<file path="src/rtl/jellyvl_etherneco_pkg.sv">
// Shared definitions for the Etherneco slave router: header layout and FSM states.
package jellyvl_etherneco_pkg;

    // The header is four bytes: length low, length high, type, node.
    localparam int HDR_LEN   = 4;
    localparam int HDR_CNT_W = $clog2(HDR_LEN);

    localparam logic [HDR_CNT_W-1:0] HDR_OFS_LEN_LO = 2'd0;
    localparam logic [HDR_CNT_W-1:0] HDR_OFS_LEN_HI = 2'd1;
    localparam logic [HDR_CNT_W-1:0] HDR_OFS_TYPE   = 2'd2;
    localparam logic [HDR_CNT_W-1:0] HDR_OFS_NODE   = 2'd3;

    typedef enum logic [1:0] {
        ST_IDLE    = 2'd0,
        ST_HEADER  = 2'd1,
        ST_PAYLOAD = 2'd2,
        ST_DRAIN   = 2'd3
    } state_t;

endpackage

</file>
<file path="src/rtl/jellyvl_etherneco_func_mux.sv">
// Function channel decode: turns the frame type into a one-hot payload strobe
// and picks the substitution byte of the selected channel.
module jellyvl_etherneco_func_mux #(
    parameter int         FUNC_NUM  = 2,
    parameter logic [7:0] TYPE_BASE = 8'h10
) (
    input  logic [7:0]            type_i,
    input  logic                  active_i,
    input  logic [FUNC_NUM-1:0]   replace_valid_i,
    input  logic [8*FUNC_NUM-1:0] replace_data_i,
    output logic [FUNC_NUM-1:0]   payload_valid_o,
    output logic                  replace_hit_o,
    output logic [7:0]            replace_data_o
);

    logic [7:0] sel;
    assign sel = type_i - TYPE_BASE;

    // At most one channel matches; types below TYPE_BASE wrap to large values and match none.
    always_comb begin
        payload_valid_o = '0;
        replace_hit_o   = 1'b0;
        replace_data_o  = 8'h00;
        for (int i = 0; i < FUNC_NUM; i++) begin
            if (active_i && (sel == 8'(i))) begin
                payload_valid_o[i] = 1'b1;
                if (replace_valid_i[i]) begin
                    replace_hit_o  = 1'b1;
                    replace_data_o = replace_data_i[8*i +: 8];
                end
            end
        end
    end

endmodule

</file>
<file path="src/rtl/jellyvl_etherneco_slave_router.sv">
// Etherneco slave router: forwards the byte stream one cycle late, bumps the
// node byte, exposes the payload to function channels and lets them replace bytes.
// Optional build macro JELLYVL_ETHERNECO_ROUTER_STATS_EN adds saturating
// frame/error counters (stat_frames, stat_errors).
//
// Streams are valid-only: a byte is transferred on every clk edge where valid is
// high; there is no ready/backpressure, so the router must accept every byte.
module jellyvl_etherneco_slave_router
    import jellyvl_etherneco_pkg::*;
#(
    parameter int          FUNC_NUM    = 2,
    parameter logic [7:0]  TYPE_BASE   = 8'h10,
    parameter bit          DOWN_STREAM = 1'b0,
    parameter logic [15:0] MAX_LENGTH  = 16'd1500
) (
    input  logic                  clk,
    input  logic                  reset,
    input  logic                  s_rx_first,
    input  logic                  s_rx_last,
    input  logic                  s_rx_valid,
    input  logic [7:0]            s_rx_data,
    output logic                  m_tx_first,
    output logic                  m_tx_last,
    output logic                  m_tx_valid,
    output logic [7:0]            m_tx_data,
    output logic                  rx_start,
    output logic                  rx_end,
    output logic                  rx_error,
    output logic [15:0]           rx_length,
    output logic [7:0]            rx_type,
    output logic [7:0]            rx_node,
    output logic                  payload_first,
    output logic                  payload_last,
    output logic [15:0]           payload_pos,
    output logic [7:0]            payload_data,
    output logic [FUNC_NUM-1:0]   payload_valid,
    input  logic [8*FUNC_NUM-1:0] replace_data,
    input  logic [FUNC_NUM-1:0]   replace_valid,
`ifdef JELLYVL_ETHERNECO_ROUTER_STATS_EN
    output logic [31:0]           stat_frames,
    output logic [31:0]           stat_errors,
`endif
    output logic [1:0]            dbg_state_o
);

    state_t                 state_q, state_d;
    logic [HDR_CNT_W-1:0]   hdr_cnt_q, hdr_cnt_d;
    logic [15:0]            hdr_len_q, hdr_len_d;
    logic [7:0]             hdr_type_q, hdr_type_d;
    logic [15:0]            pos_q, pos_d;
    logic [15:0]            rx_length_q, rx_length_d;
    logic [7:0]             rx_type_q, rx_type_d;
    logic [7:0]             rx_node_q, rx_node_d;
    logic                   rx_start_q, rx_start_d;
    logic                   rx_end_q, rx_end_d;
    logic                   rx_error_q, rx_error_d;
    logic                   tx_first_q, tx_last_q, tx_valid_q;
    logic [7:0]             tx_data_q, tx_data_d;

    logic                   active;
    logic                   node_byte;
    logic                   repl_hit;
    logic [7:0]             repl_data;

    assign active    = (state_q == ST_PAYLOAD) && s_rx_valid && !s_rx_first;
    assign node_byte = (state_q == ST_HEADER) && s_rx_valid && !s_rx_first
                       && (hdr_cnt_q == HDR_OFS_NODE);

    jellyvl_etherneco_func_mux #(
        .FUNC_NUM  (FUNC_NUM),
        .TYPE_BASE (TYPE_BASE)
    ) u_func_mux (
        .type_i          (rx_type_q),
        .active_i        (active),
        .replace_valid_i (replace_valid),
        .replace_data_i  (replace_data),
        .payload_valid_o (payload_valid),
        .replace_hit_o   (repl_hit),
        .replace_data_o  (repl_data)
    );

    // Frame parser: header capture, payload counting and end/error classification.
    always_comb begin
        state_d     = state_q;
        hdr_cnt_d   = hdr_cnt_q;
        hdr_len_d   = hdr_len_q;
        hdr_type_d  = hdr_type_q;
        pos_d       = pos_q;
        rx_length_d = rx_length_q;
        rx_type_d   = rx_type_q;
        rx_node_d   = rx_node_q;
        rx_start_d  = 1'b0;
        rx_end_d    = 1'b0;
        rx_error_d  = 1'b0;
        if (s_rx_valid) begin
            if (s_rx_first) begin
                // A new frame always wins; an unfinished frame is reported as broken.
                // DRAIN frames were already reported when their length was rejected.
                if ((state_q == ST_HEADER) || (state_q == ST_PAYLOAD)) rx_error_d = 1'b1;
                hdr_len_d = {8'h00, s_rx_data};
                pos_d     = 16'd0;
                if (s_rx_last) begin
                    rx_error_d = 1'b1;
                    state_d    = ST_IDLE;
                end else begin
                    state_d   = ST_HEADER;
                    hdr_cnt_d = HDR_OFS_LEN_HI;
                end
            end else begin
                unique case (state_q)
                    ST_HEADER: begin
                        hdr_cnt_d = hdr_cnt_q + 2'd1;
                        if (hdr_cnt_q == HDR_OFS_LEN_HI) hdr_len_d[15:8] = s_rx_data;
                        if (hdr_cnt_q == HDR_OFS_TYPE)   hdr_type_d      = s_rx_data;
                        if (s_rx_last) begin
                            rx_error_d = 1'b1;
                            state_d    = ST_IDLE;
                        end else if (hdr_cnt_q == HDR_OFS_NODE) begin
                            rx_start_d  = 1'b1;
                            rx_length_d = hdr_len_q;
                            rx_type_d   = hdr_type_q;
                            rx_node_d   = s_rx_data;
                            pos_d       = 16'd0;
                            if (hdr_len_q > MAX_LENGTH) begin
                                rx_error_d = 1'b1;
                                state_d    = ST_DRAIN;
                            end else begin
                                state_d = ST_PAYLOAD;
                            end
                        end
                    end
                    ST_PAYLOAD: begin
                        // pos_q indexes the current byte; the frame carries length+1 bytes.
                        pos_d = pos_q + 16'd1;
                        if (s_rx_last) begin
                            if (pos_q == rx_length_q) rx_end_d   = 1'b1;
                            else                      rx_error_d = 1'b1;
                            state_d = ST_IDLE;
                        end else if (pos_q == rx_length_q) begin
                            rx_error_d = 1'b1;
                            state_d    = ST_DRAIN;
                        end
                    end
                    ST_DRAIN: begin
                        if (s_rx_last) state_d = ST_IDLE;
                    end
                    default: ;
                endcase
            end
        end
    end

    // Forwarded byte: node gets stepped, a selected channel may overwrite payload.
    always_comb begin
        tx_data_d = s_rx_data;
        if (node_byte) begin
            tx_data_d = DOWN_STREAM ? (s_rx_data - 8'd1) : (s_rx_data + 8'd1);
        end else if (repl_hit) begin
            tx_data_d = repl_data;
        end
    end

    // State and output registers.
    always_ff @(posedge clk or negedge reset) begin
        if (!reset) begin
            state_q     <= ST_IDLE;
            hdr_cnt_q   <= HDR_OFS_LEN_LO;
            hdr_len_q   <= 16'd0;
            hdr_type_q  <= 8'd0;
            pos_q       <= 16'd0;
            rx_length_q <= 16'd0;
            rx_type_q   <= 8'd0;
            rx_node_q   <= 8'd0;
            rx_start_q  <= 1'b0;
            rx_end_q    <= 1'b0;
            rx_error_q  <= 1'b0;
            tx_first_q  <= 1'b0;
            tx_last_q   <= 1'b0;
            tx_valid_q  <= 1'b0;
            tx_data_q   <= 8'd0;
        end else begin
            state_q     <= state_d;
            hdr_cnt_q   <= hdr_cnt_d;
            hdr_len_q   <= hdr_len_d;
            hdr_type_q  <= hdr_type_d;
            pos_q       <= pos_d;
            rx_length_q <= rx_length_d;
            rx_type_q   <= rx_type_d;
            rx_node_q   <= rx_node_d;
            rx_start_q  <= rx_start_d;
            rx_end_q    <= rx_end_d;
            rx_error_q  <= rx_error_d;
            tx_first_q  <= s_rx_first;
            tx_last_q   <= s_rx_last;
            tx_valid_q  <= s_rx_valid;
            tx_data_q   <= tx_data_d;
        end
    end

`ifdef JELLYVL_ETHERNECO_ROUTER_STATS_EN
    logic [31:0] stat_frames_q;
    logic [31:0] stat_errors_q;

    // Saturating counts of completed and failed frames.
    always_ff @(posedge clk or negedge reset) begin
        if (!reset) begin
            stat_frames_q <= 32'd0;
            stat_errors_q <= 32'd0;
        end else begin
            if (rx_end_q   && (stat_frames_q != 32'hFFFF_FFFF)) stat_frames_q <= stat_frames_q + 32'd1;
            if (rx_error_q && (stat_errors_q != 32'hFFFF_FFFF)) stat_errors_q <= stat_errors_q + 32'd1;
        end
    end

    assign stat_frames = stat_frames_q;
    assign stat_errors = stat_errors_q;
`endif

    assign m_tx_first    = tx_first_q;
    assign m_tx_last     = tx_last_q;
    assign m_tx_valid    = tx_valid_q;
    assign m_tx_data     = tx_data_q;
    assign rx_start      = rx_start_q;
    assign rx_end        = rx_end_q;
    assign rx_error      = rx_error_q;
    assign rx_length     = rx_length_q;
    assign rx_type       = rx_type_q;
    assign rx_node       = rx_node_q;
    assign payload_first = active && (pos_q == 16'd0);
    assign payload_last  = active && s_rx_last;
    assign payload_pos   = pos_q;
    assign payload_data  = s_rx_data;
    assign dbg_state_o   = state_q;

endmodule

</file>
<file path="config.mk">
export PLATFORM = sky130hd
export DESIGN_NAME = jellyvl_etherneco_slave_router
export DESIGN_NICKNAME = d
export VERILOG_FILES = /design/src/rtl/jellyvl_etherneco_pkg.sv /design/src/rtl/jellyvl_etherneco_func_mux.sv /design/src/rtl/jellyvl_etherneco_slave_router.sv
export SDC_FILE = /design/constraint.sdc
export NUM_CORES = 1
export LEC_CHECK = 0
export ABC_AREA = 1
export CORE_MARGIN = 5
export CORE_UTILIZATION = 51
export CTS_CLUSTER_DIAMETER = 150
export DETAILED_ROUTE_END_ITERATION = 8
export PLACE_DENSITY = 0.81
export SETUP_SLACK_MARGIN = 0.05
export SLEW_MARGIN = 10
export SYNTH_ARGS = -nofsm -noshare
export SYNTH_HDL_FRONTEND = slang
export SYNTH_SLANG_ARGS = --single-unit
</file>
<file path="constraint.sdc">
create_clock -name clk -period 2.2 [get_ports clk]
set_input_delay 0.33 -clock clk [delete_from_list [all_inputs] [get_ports clk]]
set_output_delay 0.33 -clock clk [all_outputs]
set_load 0.05 [all_outputs]
</file>
==> flow_summary.toml <==
[global_routing]
grt_pass1_vias = 4589
antenna_violations_before_repair = 0
grt.overflow.total = 0
globalRouteTotalUtil_pct = 24.7
grt_max_degree = 42
grt_first_pass_wirelength_um = 22500

[detailed_routing]
num_vias = 4620
top_layer_used = "met4"
drt-vias-per-instance = 5.42
postRouteAntennaNets = 0
detailroute.wirelength.met3_um = 1180
detail_route.wirelength.met1_um = 5550
detail_route.wl_per_cell_um = 15.9
drt_pre_antenna_iters = 6
wl_met2_um = 6330
post-route-drc-count = 0
wirelength_um = 13600
detail_route.iter0.violations = 330

[logic_synthesis]
synth_warnings = 0
synth_edf_count = 0
synthArstFlopShare_pct = 100
synth_seq_cells = 90
synth_top_area_cells = "dfrtp_1 47%, nand2_1 15%, o21ai_0 5.9%, inv_1 5.4%, nand3_1 4.2%"
syn-instance-count = 611
synth-seq-area-share_pct = 46.9
ys.flop_type = "dfrtp_1"
netlist.area_leader.share_pct = 46.9
post_synth_num_cell_types = 39
syn_avg_cell_area_um2 = 7.87
yosys.area.top_type = "dfrtp_1"
syn_area_um2 = 4810
mappedNetlistNets = 652

[critical_path]
kind_of_end_point_of_the_critical_path = "primary output"
beginning_of_the_worst_register_to_register_path = "dbg_state_o[1]"
internal_reg_to_reg_setup_slack_ps = 200
worst_ep_required_time_ps = 1870
critical_path.reg2reg.endpoint = "rx_node[5]"
timing.setup.critical_path_class = "flop to primary output"
crit_path_start_kind = "flop"
arrival_ps = 1830
worst-path-max-fanout = 2
logic_depth_of_the_worst_register_to_register_path = 11

[outcome]
outcome = "complete, no violations"

[die]
fp.dieH_um = 107
width_of_the_chip_um = 107
floorplan.io_pins = 107
start_util_pct = 52.3
placeable_area_um2 = 9200
dieArea_um2 = 11500
fp-row-count = 35

[hold_path]
timing.hold.worst.class = "input pin to async pin"

[pwr]
power_frac_comb_pct = 46.5
ir_drop_mv = 0.875
cellInternalPower_uw = 3510
fraction_of_power_consumed_by_the_clock_network_pct = 17.5
power.static_leakage_uw = 0.00300
pwr-share-seq_pct = 36.0
p_per_area_nw_per_um2 = 1020
power.switching_uw = 3000
p_sw_share_pct = 46.1

[sta]
finalClockSkew_ps = 14.2
finalMaxSlewViolations = 0
timing.final.setup_violations = 0
rsz_0062_raised_after_global_routing = "yes"
timing_hold_violations_final = 0
worst-slew-pin-transition_ps = 585
fmaxAchievable_mhz = 463
timing.slew.headroom_pct = 60.9
final.min_clock_period_ps = 2160
post-route-period-util_pct = 98.2

[clock_tree]
cts-root-buf = "clkbuf_8"
h-tree-depth = 3
clk_pin_slew_ps = 110
clk-insertion-delay-late_ps = 360
clock_tree_from_tritoncts = "built"
cts_buffer_depth = 2
cts_buffers = 9
clock_sink_count = 90

[layout]
finish.net_count = 777
nFillCells = 729
insertedDiodeCount = 0
flow.area_growth_from_synthesis_pct = 33.2
most_frequent_standard_cell_in_the_layout_excluding_fill_and_tap_cells = "nand2_1"
layout.cells.non_filler = 852
layout.core_utilization_pct = 69.6
share_of_layout_cells_above_drive_strength_1_pct = 14.0
layout_common_cells = "188 x nand2_1, 93 x clkdlybuf4s50_1, 88 x dfrtp_1"

[placed_design]
place.detailed.instances = 824
dp_hpwl_um = 10200
gp_congestion = 0.980
port_buffers = 106

[flow_run]
max-cap-violations = 0
-- worst max-delay path: stages, from the launching register on --
cell	delay, ps
dfrtp_1	420
nor4_4	300
nand4_1	200
nor4_4	370
buf_12	180
-- synthesized netlist by cell type, types with 2 or more instances --
cell type,count
o21ai_2,8
buf_2,4
nand4_1,10
nand2_1,189
o22ai_1,4
a21oi_1,9
dfrtp_1,90
nand3_1,40
inv_2,6
nand3_2,2
o211ai_1,2
or2_2,2
nor2_1,44
o21a_1,3
o21ai_0,57
nor2_2,3
nor3_1,10
nor4_1,6
nor2_8,2
o21ai_1,3
buf_4,11
nand2_4,2
nor2_4,3
ha_1,10
a31oi_1,3
buf_6,5
clkbuf_1,3
inv_1,69
-- power by group through the flow --
stage / sequential, uW / clock, uW / combinational (uW)
4_1_cts: 2340 / 1150 / 3010
2_1_floorplan: 3270 / 0 / 987
6_report: 2350 / 1140 / 3030
5_1_grt: 2400 / 1210 / 3250
3_5_place_dp: 2360 / 0 / 2920
3_3_place_gp: 2350 / 0 / 2860
-- per-stage QoR --
stage / area [um2] / hold slack, ps / TNS, ps / setup slack (ps) / total power, uW
floorplan: 4830 / 34.4 / 0 / 88.6 / 4260
global placement: 6030 / 323 / 0 / 123 / 5220
detailed placement: 6030 / 335 / 0 / 31.6 / 5280
CTS: 6350 / 478 / 0 / 25.2 / 6500
global route: 6400 / 528 / -45.3 / -45.3 / 6860
finish: 6400 / 472 / 0 / 39.1 / 6510
-- metal layers --
metal  global-route usage [%]  vias up
li1                         -     2211
met2                     40.1      247
met4                     11.3        0
met1                     32.1     2116
met3                     4.64       46
met5                        0        -
-- registers in the layout (all words and copies together) (netlist names), 8 cells and up --
signal / count
hdr_len_q: 16
hdr_type_q: 8
m_tx_data: 8
payload_pos: 16
rx_length: 16
rx_node: 8
rx_type: 8
-- how the worst max path moves through the flow --
| stage | startpoint | to | cells after the start |
|---|---|---|---|
| floorplan | dbg_state_o[0] | m_tx_data[7] | 12 |
| global placement | s_rx_first | payload_pos[11] | 8 |
| detailed placement | s_rx_first | payload_pos[11] | 8 |
| CTS | dbg_state_o[0] | payload_first | 8 |
| global route | payload_pos[7] | payload_first | 4 |
| finish | payload_pos[7] | payload_first | 4 |
-- cell type report --
class | instances | area, um2 | area share, %
clock buffer | 9 | 124 | 1.93
clock inverter | 7 | 81.3 | 1.27
inverter | 76 | 294 | 4.59
multi-input combinational | 422 | 2170 | 33.8
sequential | 90 | 2250 | 35.2
tap | 111 | 139 | 2.17
timing repair buffer | 137 | 1340 | 21.0
-- cell families (layout without fill, tap and decap cells) --
family                   Yosys count  in the layout  synth area share (%)
AO/OA/AOI/OAI                     94             94                  11.2
adder cells (fa/ha/maj)           10             10                  2.60
buffers and inverters             99            229                  9.53
flip-flops                        90             90                  46.9
AND/OR/NAND/NOR                  318            318                  29.9
-- repair_timing --
| action | in CTS | in global routing |
|---|---|---|
| hold endpoints to repair | 37 | 0 |
| cloned | 0 | 0 |
| hold buffers | 1 | 0 |
| gates resized for setup | 9 | 5 |
| buffers inserted | 8 | 3 |
| setup endpoints to repair | 4 | 5 |
| pin swaps | 5 | 3 |
Power figures use the tool's default switching activity.
